===== src/rtl/uart_pkg.sv =====
// uart_pkg: shared definitions for the Uart8 echo responder slice.
//   BYTE_W      data width of the Uart8 byte link
//   txState_t   transmit FSM states (IDLE/LOAD/START/WAIT)
//   ASCII_*     case constants used by the optional upper-case transform
//   upcase()    maps 8'h61..8'h7A to byte - 8'h20, all other bytes unchanged
package uart_pkg;

    localparam int unsigned BYTE_W = 8;

    typedef enum logic [1:0] {
        IDLE  = 2'd0,
        LOAD  = 2'd1,
        START = 2'd2,
        WAIT  = 2'd3
    } txState_t;

    localparam logic [BYTE_W-1:0] ASCII_LOWER_A     = 8'h61;
    localparam logic [BYTE_W-1:0] ASCII_LOWER_Z     = 8'h7A;
    localparam logic [BYTE_W-1:0] ASCII_CASE_OFFSET = 8'h20;

    function automatic logic [BYTE_W-1:0] upcase(input logic [BYTE_W-1:0] b);
        if (b >= ASCII_LOWER_A && b <= ASCII_LOWER_Z)
            return b - ASCII_CASE_OFFSET;
        return b;
    endfunction

endpackage


===== src/rtl/uart_byte_fifo.sv =====
// uart_byte_fifo: synchronous byte FIFO, read data registered on pop.
//   clk, reset   rising-edge clock, synchronous active-low reset
//   push, wrData write request; accepted when not full or when popping
//   pop, rdData  read request; rdData updates on the pop edge
//   full, empty  occupancy flags
//   level        occupancy 0..DEPTH (wrPtr - rdPtr, AW+1-bit pointers)
module uart_byte_fifo
    import uart_pkg::*;
#(
    parameter int unsigned DEPTH = 8,
    localparam int unsigned AW = $clog2(DEPTH)
) (
    input  logic              clk,
    input  logic              reset,
    input  logic              push,
    input  logic [BYTE_W-1:0] wrData,
    input  logic              pop,
    output logic [BYTE_W-1:0] rdData,
    output logic              full,
    output logic              empty,
    output logic [AW:0]       level
);

    logic [BYTE_W-1:0] mem [DEPTH];
    logic [AW:0]       wrPtr;
    logic [AW:0]       rdPtr;
    logic              doPush;
    logic              doPop;

    // Extra pointer MSB distinguishes full from empty when the indices match.
    assign full   = (wrPtr[AW] != rdPtr[AW]) && (wrPtr[AW-1:0] == rdPtr[AW-1:0]);
    assign empty  = (wrPtr == rdPtr);
    assign level  = wrPtr - rdPtr;
    assign doPop  = pop && !empty;
    assign doPush = push && (!full || doPop);

    always_ff @(posedge clk) begin
        if (doPush)
            mem[wrPtr[AW-1:0]] <= wrData;
    end

    always_ff @(posedge clk) begin
        if (!reset) begin
            wrPtr  <= '0;
            rdPtr  <= '0;
            rdData <= '0;
        end else begin
            if (doPush)
                wrPtr <= wrPtr + 1'b1;
            if (doPop) begin
                rdPtr  <= rdPtr + 1'b1;
                rdData <= mem[rdPtr[AW-1:0]];
            end
        end
    end

endmodule


===== src/rtl/uart_echo_responder.sv =====
// uart_echo_responder: far-end echo partner for one Uart8.
// Queues every good received byte and retransmits it in arrival order.
//   clk, reset   rising-edge clock, synchronous active-low reset
//   en           1 = may start new transmissions; reception always continues
//   rxDone/rxErr/rxByte   Uart8 rx side; rising rxDone marks a new byte
//   txBusy/txDone         Uart8 tx status
//   txStart/txByte        Uart8 tx request and data
//   level        FIFO occupancy 0..DEPTH
//   overflow     sticky: a good byte was dropped on a full FIFO
//   err_count    saturating count of bytes received with rxErr
// Optional macro UART_ECHO_UPCASE_EN: popped lower-case ASCII is sent upper-case.
module uart_echo_responder
    import uart_pkg::*;
#(
    parameter int unsigned DEPTH = 8,
    localparam int unsigned AW = $clog2(DEPTH)
) (
    input  logic              clk,
    input  logic              reset,
    input  logic              en,
    input  logic              rxDone,
    input  logic              rxErr,
    input  logic [BYTE_W-1:0] rxByte,
    input  logic              txBusy,
    input  logic              txDone,
    output logic              txStart,
    output logic [BYTE_W-1:0] txByte,
    output logic [AW:0]       level,
    output logic              overflow,
    output logic [7:0]        err_count
);

    txState_t          state;
    txState_t          stateNext;
    logic              txStartNext;
    logic              rxDoneQ;
    logic              txDoneQ;
    logic              txBusyQ;
    logic              rxEdge;
    logic              goodPush;
    logic              pop;
    logic              fifoFull;
    logic              fifoEmpty;
    logic [BYTE_W-1:0] fifoRdData;

    assign rxEdge   = rxDone && !rxDoneQ;
    assign goodPush = rxEdge && !rxErr;
    assign pop      = (state == LOAD);

    uart_byte_fifo #(.DEPTH(DEPTH)) uFifo (
        .clk    (clk),
        .reset  (reset),
        .push   (goodPush),
        .wrData (rxByte),
        .pop    (pop),
        .rdData (fifoRdData),
        .full   (fifoFull),
        .empty  (fifoEmpty),
        .level  (level)
    );

    // FIFO keeps raw bytes; the popped byte is transformed on its way out.
`ifdef UART_ECHO_UPCASE_EN
    assign txByte = upcase(fifoRdData);
`else
    assign txByte = fifoRdData;
`endif

    always_ff @(posedge clk) begin
        if (!reset) begin
            state     <= IDLE;
            txStart   <= 1'b0;
            rxDoneQ   <= 1'b0;
            txDoneQ   <= 1'b0;
            txBusyQ   <= 1'b0;
            overflow  <= 1'b0;
            err_count <= '0;
        end else begin
            state   <= stateNext;
            txStart <= txStartNext;
            rxDoneQ <= rxDone;
            txDoneQ <= txDone;
            txBusyQ <= txBusy;
            if (rxEdge && rxErr && err_count != 8'hFF)
                err_count <= err_count + 8'd1;
            if (goodPush && fifoFull && !pop)
                overflow <= 1'b1;
        end
    end

    always_comb begin
        stateNext   = state;
        txStartNext = txStart;
        case (state)
            IDLE: begin
                if (en && !fifoEmpty)
                    stateNext = LOAD;
            end
            LOAD: begin
                txStartNext = 1'b1;
                stateNext   = START;
            end
            START: begin
                if (txBusy) begin
                    txStartNext = 1'b0;
                    stateNext   = WAIT;
                end
            end
            WAIT: begin
                // Either completion indication ends the transfer.
                if ((txDone && !txDoneQ) || (txBusyQ && !txBusy))
                    stateNext = IDLE;
            end
            default: stateNext = IDLE;
        endcase
    end

endmodule


===== config.mk =====
export PLATFORM = sky130hd
export DESIGN_NAME = uart_echo_responder
export DESIGN_NICKNAME = d
export VERILOG_FILES = /design/src/rtl/uart_pkg.sv /design/src/rtl/uart_byte_fifo.sv /design/src/rtl/uart_echo_responder.sv
export SDC_FILE = /design/constraint.sdc
export NUM_CORES = 1
export LEC_CHECK = 0
export ABC_AREA = 1
export CORE_AREA = 2 2 108 110
export CTS_BUF_LIST = sky130_fd_sc_hd__clkbuf_4 sky130_fd_sc_hd__clkbuf_8 sky130_fd_sc_hd__clkbuf_16
export DETAILED_ROUTE_END_ITERATION = 7
export DIE_AREA = 0 0 110 112
export SLEW_MARGIN = 15
export SYNTH_ARGS = -nofsm -noshare
export SYNTH_HDL_FRONTEND = slang
export SYNTH_SLANG_ARGS = --single-unit

===== constraint.sdc =====
create_clock -name clk -period 4.5 [get_ports clk]
set_input_delay 0.45 -clock clk [delete_from_list [all_inputs] [get_ports clk]]
set_output_delay 0.45 -clock clk [all_outputs]
set_load 0.03 [all_outputs]

Word-level counts from Yosys, hierarchy flattened. Memory sizes are Yosys's and may differ from the RTL's. A register that Yosys moved wholly into a read port is not among the register bits. Cells that the tools add are included.

Flip-flop bits (word level): 23. Bits in writable memories: 64. Bits of input ports: 15. Output and inout bits: 22. Memories: 1.

Add/subtract/negate cells: 4. Eq/ne operators: 10. Muxes and demuxes: 8. Reduce and logical (&&, ||, !) cells: 26.

Memory list: uFifo.mem (words 8, bits a word 8, rd ports 1, clocked after Yosys merged registers in 1, wr ports 1, line uart_byte_fifo.sv:24) `logic [BYTE_W-1:0] mem [DEPTH];`.

Operators by type and width (number): logical AND 1 bit (12); adder 4 x 1 -> 4 bit, second input constant (2); adder 8 x 1 -> 8 bit, second input constant (1); logical NOT 1 bit (8); inequality test 8 bit, second input constant (1); one-hot mux 2 bit (4 select lines) (1); 2-to-1 mux 2 bit (3); inequality test 2 bit, second input constant (3); == test 2 bit, second input constant (2); == test 4 bit (1); subtractor 4 bit (1); == test 3 bit (1); 2-to-1 mux 1 bit (3); AND reduction 3 bit (1); == test 2 x 1 -> 1 bit, second input constant (1); logical NOT 2 bit (1); logical OR 1 bit (2); one-hot mux 1 bit (2 select lines) (1); AND reduction 2 bit (1); nonzero test 2 bit (1); inequality test 1 bit (1).

Logic depth before layout (Yosys ltp).
Word-level depth: 7. Depth in mapped cells: 12.

Hierarchy. From an unflattened synthesis, not the netlist that was laid out.

Cells, all modules: 471. Area total of the unflattened synthesis: 4385.5 um2.

Modules (own cells, without submodules): uart_byte_fifo (instances 1, cells each 362, area each 3613.5 um2, seq. area each 2242.2 um2); uart_echo_responder (instances 1, cells each 109, area each 772.0 um2, seq. area each 300.3 um2).

Worst setup path after synthesis. Ideal clock, no wire load.

Path type: flip-flop to flip-flop. Start point: register uFifo.rdPtr[1]. End point: memory uFifo.mem[1][0] (enable). Data arrival time: 1902 ps. Data required time: 4130 ps. Slack: 2227 ps. Cell stages (with the launch flop): 10. Buffers on the path: 2. Clock period less this slack: 2273 ps. Path through: dfxtp_1 buf_2 inv_2 buf_4 ha_1 nand3_2 nor2_4 a21boi_2 nand2_1 nor2_1.

Longest elaborated chain between the ends: 7. Elaborated cells on any way between the ends: 10. Classes of those cells: eq/ne (2); mux (2); reduce/logical (6).

RTL lines: from (decl) (line uart_byte_fifo.sv:26) `logic [AW:0] rdPtr;`; from (signal assigned) (line uart_byte_fifo.sv:51) `rdPtr <= rdPtr + 1'b1;`; == test 4 bit or == test 3 bit (tied branches) (line uart_byte_fifo.sv:32, uart_byte_fifo.sv:31); logical NOT 1 bit or logical AND 1 bit (tied branches) (line uart_byte_fifo.sv:34, uart_byte_fifo.sv:31); logical AND 1 bit or logical NOT 1 bit (tied branches) (line uart_byte_fifo.sv:34, uart_byte_fifo.sv:35); logical OR 1 bit * (line uart_byte_fifo.sv:35) `assign doPush = push && (!full || doPop);`; logical AND 1 bit * (line uart_byte_fifo.sv:35); 2-to-1 mux 1 bit * (line uart_byte_fifo.sv:38) `if (doPush)`; 2-to-1 mux 1 bit (implied by the code) * (line uart_byte_fifo.sv:39) `mem[wrPtr[AW-1:0]] <= wrData;`; to (decl) (line uart_byte_fifo.sv:24).

Mark *: on every way between the ends. The rest lies on a longest branch, timed or not.

Final worst setup path.
Start point: register uFifo.rdPtr[1]. End point: output level[3].

Longest elaborated chain between the ends: 1.

RTL lines: subtractor 4 bit (line uart_byte_fifo.sv:33) `assign level = wrPtr - rdPtr;`; to (decl) (line uart_echo_responder.sv:28) `output logic [AW:0] level,`.

No other way between the ends.

==> reports/summary.log <==
[outcome] outcome finished, final reports clean
[clock_network] clock network latency to the later pin of the worst-skew pair 0.35 ns
[clock_network] clock sink count 95
[floorplan] area of the core region 11,200 um2
[floorplan] die area 12,300 um2
[clock_network] CTS clk-pin slew, worst paths 0.07 ns
[timing] Period Utilization, post-route 77.6%
[critical_path] Worst setup EP type output port
[power] leakage dissipation 2.13 nW
[drt] per-cell routed wire length 14.8 um
[clock_network] maximum level of the CTS H-tree 3
[critical_path] RR Endpoint uFifo.mem[1][3]
[logic_synthesis] flip-flop and latch count after synthesis 95
[logic_synthesis] fraction of the yosys area taken by sequential cells 58.4%
[timing] Hold Fails Final Rpt 0
[drt] Vias/cell 4.79
[critical_path] startpoint of the worst-slack reg-to-reg timing path uFifo.rdPtr[1]
[clock_network] CTS Root Buffer Type clkbuf_16
[logic_synthesis] Yosys cell types 34
[timing] highest clock rate 286 MHz
[flow_run] Max-Cap Viols 0
[drt] drc violations 0
[timing] max-slew violation total from the final report 0
[floorplan] # IOs 37
[drt] number of detailed-routing iterations run before antenna repair 5
[min_path] HP Start uFifo.rdData[7]
[critical_path] required time at the endpoint of the critical path 4.05 ns
[power] highest ir drop seen on vdd 0.292 mV
[logic_synthesis] Post-Syn Nets 498
[cells_and_area] most common cell after layout, fill and taps aside nand2_1
[critical_path] maximum net fanout on the critical path 20
[clock_network] Post-CTS Setup Repair Bufs 0
[cells_and_area] fraction of final layout cells sized beyond drive strength 1 7.24%
[timing] Post-Route Setup TNS 0 ns
[cells_and_area] number of diodes added for antenna fixing 0
[timing] maximum clock skew at final layout 0.00974 ns
[global_routing] initial antenna violation count 0
[floorplan] floorplan die width 110 um
[min_path] hold path endpoint uFifo.rdData[7]
[floorplan] initial core utilization 39.0%
[clock_network] number of clock buffers inserted by TritonCTS 9
[global_routing] vias in the first global route 3,043
[floorplan] FP Rows 39
[timing] number of setup violations in the final report 0
[logic_synthesis] Mapped Avg Cell Area 9.23 um2
[logic_synthesis] warning count from the yosys run 0
[drt] DRC violation total after the first TritonRoute iteration 204
[placed_design] port buffer count 36
[cells_and_area] most frequent cells in the layout nand2_1, inv_1, edfxtp_1
[placed_design] Final HPWL DP 7030 um
[timing] setup repair after global routing missed its margin no
[placed_design] weighted congestion reported at the end of routability-driven placement 0.905
[critical_path] CP Data Arrival Time 3.04 ns
[min_path] Hold/Removal Path Class reg2reg
[drt] DRT antenna net count 0
[critical_path] Worst Setup Path Type reg2out
[clock_network] Max Root-Sink Buffers 2
[cells_and_area] fill cell total of the finished layout 1,081
[floorplan] Die H 112 um
[drt] vias after detailed routing 3,131
[clock_network] # hold bufs at CTS 0
[logic_synthesis] synthesized instance count 472
[global_routing] maximum number of pins on one net before global-route repair 37
[global_routing] final global-route overflow total 0
[timing] worst-case headroom to the max-slew limit 48.6%
[cells_and_area] fin nets 532
[critical_path] Worst Setup Start Kind flop
[global_routing] first-pass GRT wire length 15,400 um
[timing] Tightest Pin Transition 0.770 ns
[min_path] worst hold stages 2
[cells_and_area] area of combinational cells with multiple inputs 1410 um2
[power] pwr dens 430 nW/um2
[clock_network] post-cts repair resize count 0
[drt] final wirelength 9700 um
[critical_path] Reg2Reg Depth 7
[global_routing] gr usage total 16.9%
[cells_and_area] final core utilization 45.9%
[cells_and_area] FF/Latch Area 2540 um2
[critical_path] minimum setup slack among reg-to-reg paths 1.51 ns
[cells_and_area] P&R area growth vs syn 17.7%
[logic_synthesis] Netlist Area Pre-Place 4360 um2
[clock_network] clock tree from TritonCTS yes
[timing] time the worst path needs with I/O delays and setup 3.49 ns
-- logic make-up (layout without fill, tap and decap cells) --
kind of cell	after synthesis	after routing	share of synthesized area, %
adder cells (fa/ha/maj)	11	11	3.33
buffers and inverters	94	133	9.36
flip-flops	95	95	58.4
AO/OA/AOI/OAI	34	34	4.34
AND/OR/NAND/NOR	229	229	22.8
XOR/XNOR	9	9	1.81
-- layer usage --
| metal | track usage (%) | up-vias | routed length (um) |
|---|---|---|---|
| met1 | 22.2 | 1463 | 4350 |
| met4 | 7.09 | 0 | 257 |
| met3 | 3.51 | 17 | 482 |
| met2 | 27.1 | 76 | 4610 |
| li1 | - | 1575 | - |
| met5 | 0 | - | 0 |
-- through the flow --
stage	std cells	hold WS (ns)	instance area (um2)	setup slack, ns	power [mW]
2_1_floorplan	472	0.453	4360	2.23	1.28
3_3_place_gp	638	0.455	4800	1.45	1.39
6_report	654	0.468	5130	1.01	2.21
5_1_grt	654	0.486	5130	0.837	2.30
3_5_place_dp	638	0.457	4800	1.41	1.40
4_1_cts	654	0.468	5130	1.02	2.23
-- critical path: stages (launching register included) --
cell	delay, ns
dfxtp_1	0.82
inv_2	0.30
ha_1	0.40
nand2_1	0.06
o21ai_0	0.19
xor2_1	0.22
clkdlybuf4s50_1	0.70
-- area by class of cell --
| type | count | area share, % |
|---|---|---|
| Clock buffer | 9 | 4.39 |
| Clock inverter | 7 | 2.00 |
| Inverter | 80 | 5.98 |
| Multi-Input combinational cell | 283 | 27.4 |
| Sequential cell | 95 | 49.6 |
| Tap cell | 143 | 3.49 |
| Timing Repair Buffer | 37 | 7.17 |
-- sequential cells by signal, summed over array words and instances (netlist names) --
register / cells
err_count: 8
overflow: 1
rxDoneQ: 1
state: 2
txBusyQ: 1
txDoneQ: 1
txStart: 1
uFifo.mem: 64
uFifo.rdData: 8
uFifo.rdPtr: 4
uFifo.wrPtr: 4
-- report_power, final --
group	total [mW]	internal (mW)	switching, mW	leakage [nW]
Clock	0.826	0.494	0.332	0.157
Sequential	0.989	0.961	0.0282	0.829
Combinational	0.390	0.136	0.255	1.15
-- synthesized netlist by cell type --
master / number / area share [%]
inv_4: 2 / 0.29
a21boi_2: 1 / 0.26
nand4_1: 1 / 0.14
nand3_1: 55 / 6.3
buf_2: 6 / 0.69
nand3_2: 1 / 0.23
xor2_1: 8 / 1.6
nor2_2: 1 / 0.14
clkinv_1: 3 / 0.26
o21ai_0: 9 / 1.0
nor3_1: 2 / 0.23
ha_1: 10 / 2.9
buf_12: 1 / 0.46
a21oi_1: 20 / 2.3
nand2_2: 6 / 0.86
nand2_1: 137 / 12
inv_1: 73 / 6.3
dfxtp_1: 31 / 14
nor3b_2: 1 / 0.29
nor2_4: 1 / 0.26
inv_2: 1 / 0.086
clkinv_2: 1 / 0.11
edfxtp_1: 64 / 44
nor3_4: 1 / 0.37
buf_1: 1 / 0.086
a31oi_1: 1 / 0.14
fa_1: 1 / 0.46
buf_4: 4 / 0.69
clkbuf_1: 1 / 0.086
a21oi_2: 3 / 0.60
clkbuf_8: 1 / 0.32
xnor2_1: 1 / 0.20
nor2_1: 22 / 1.9
nand2_4: 1 / 0.26
-- worst max-delay path by stage --
stage / startpoint / endpoint / slack, ns / cells after the start
after floorplan: uFifo.rdPtr[1] / uFifo.mem[1][0] / 2.23 / 9
after global placement: uFifo.rdPtr[1] / level[3] / 1.45 / 6
after detailed placement: uFifo.rdPtr[1] / level[3] / 1.41 / 6
after CTS: uFifo.rdPtr[1] / level[3] / 1.02 / 6
after global routing: uFifo.rdPtr[1] / level[3] / 0.84 / 6
final: uFifo.rdPtr[1] / level[3] / 1.01 / 6
Note: power is estimated with default switching activity, not from simulation.
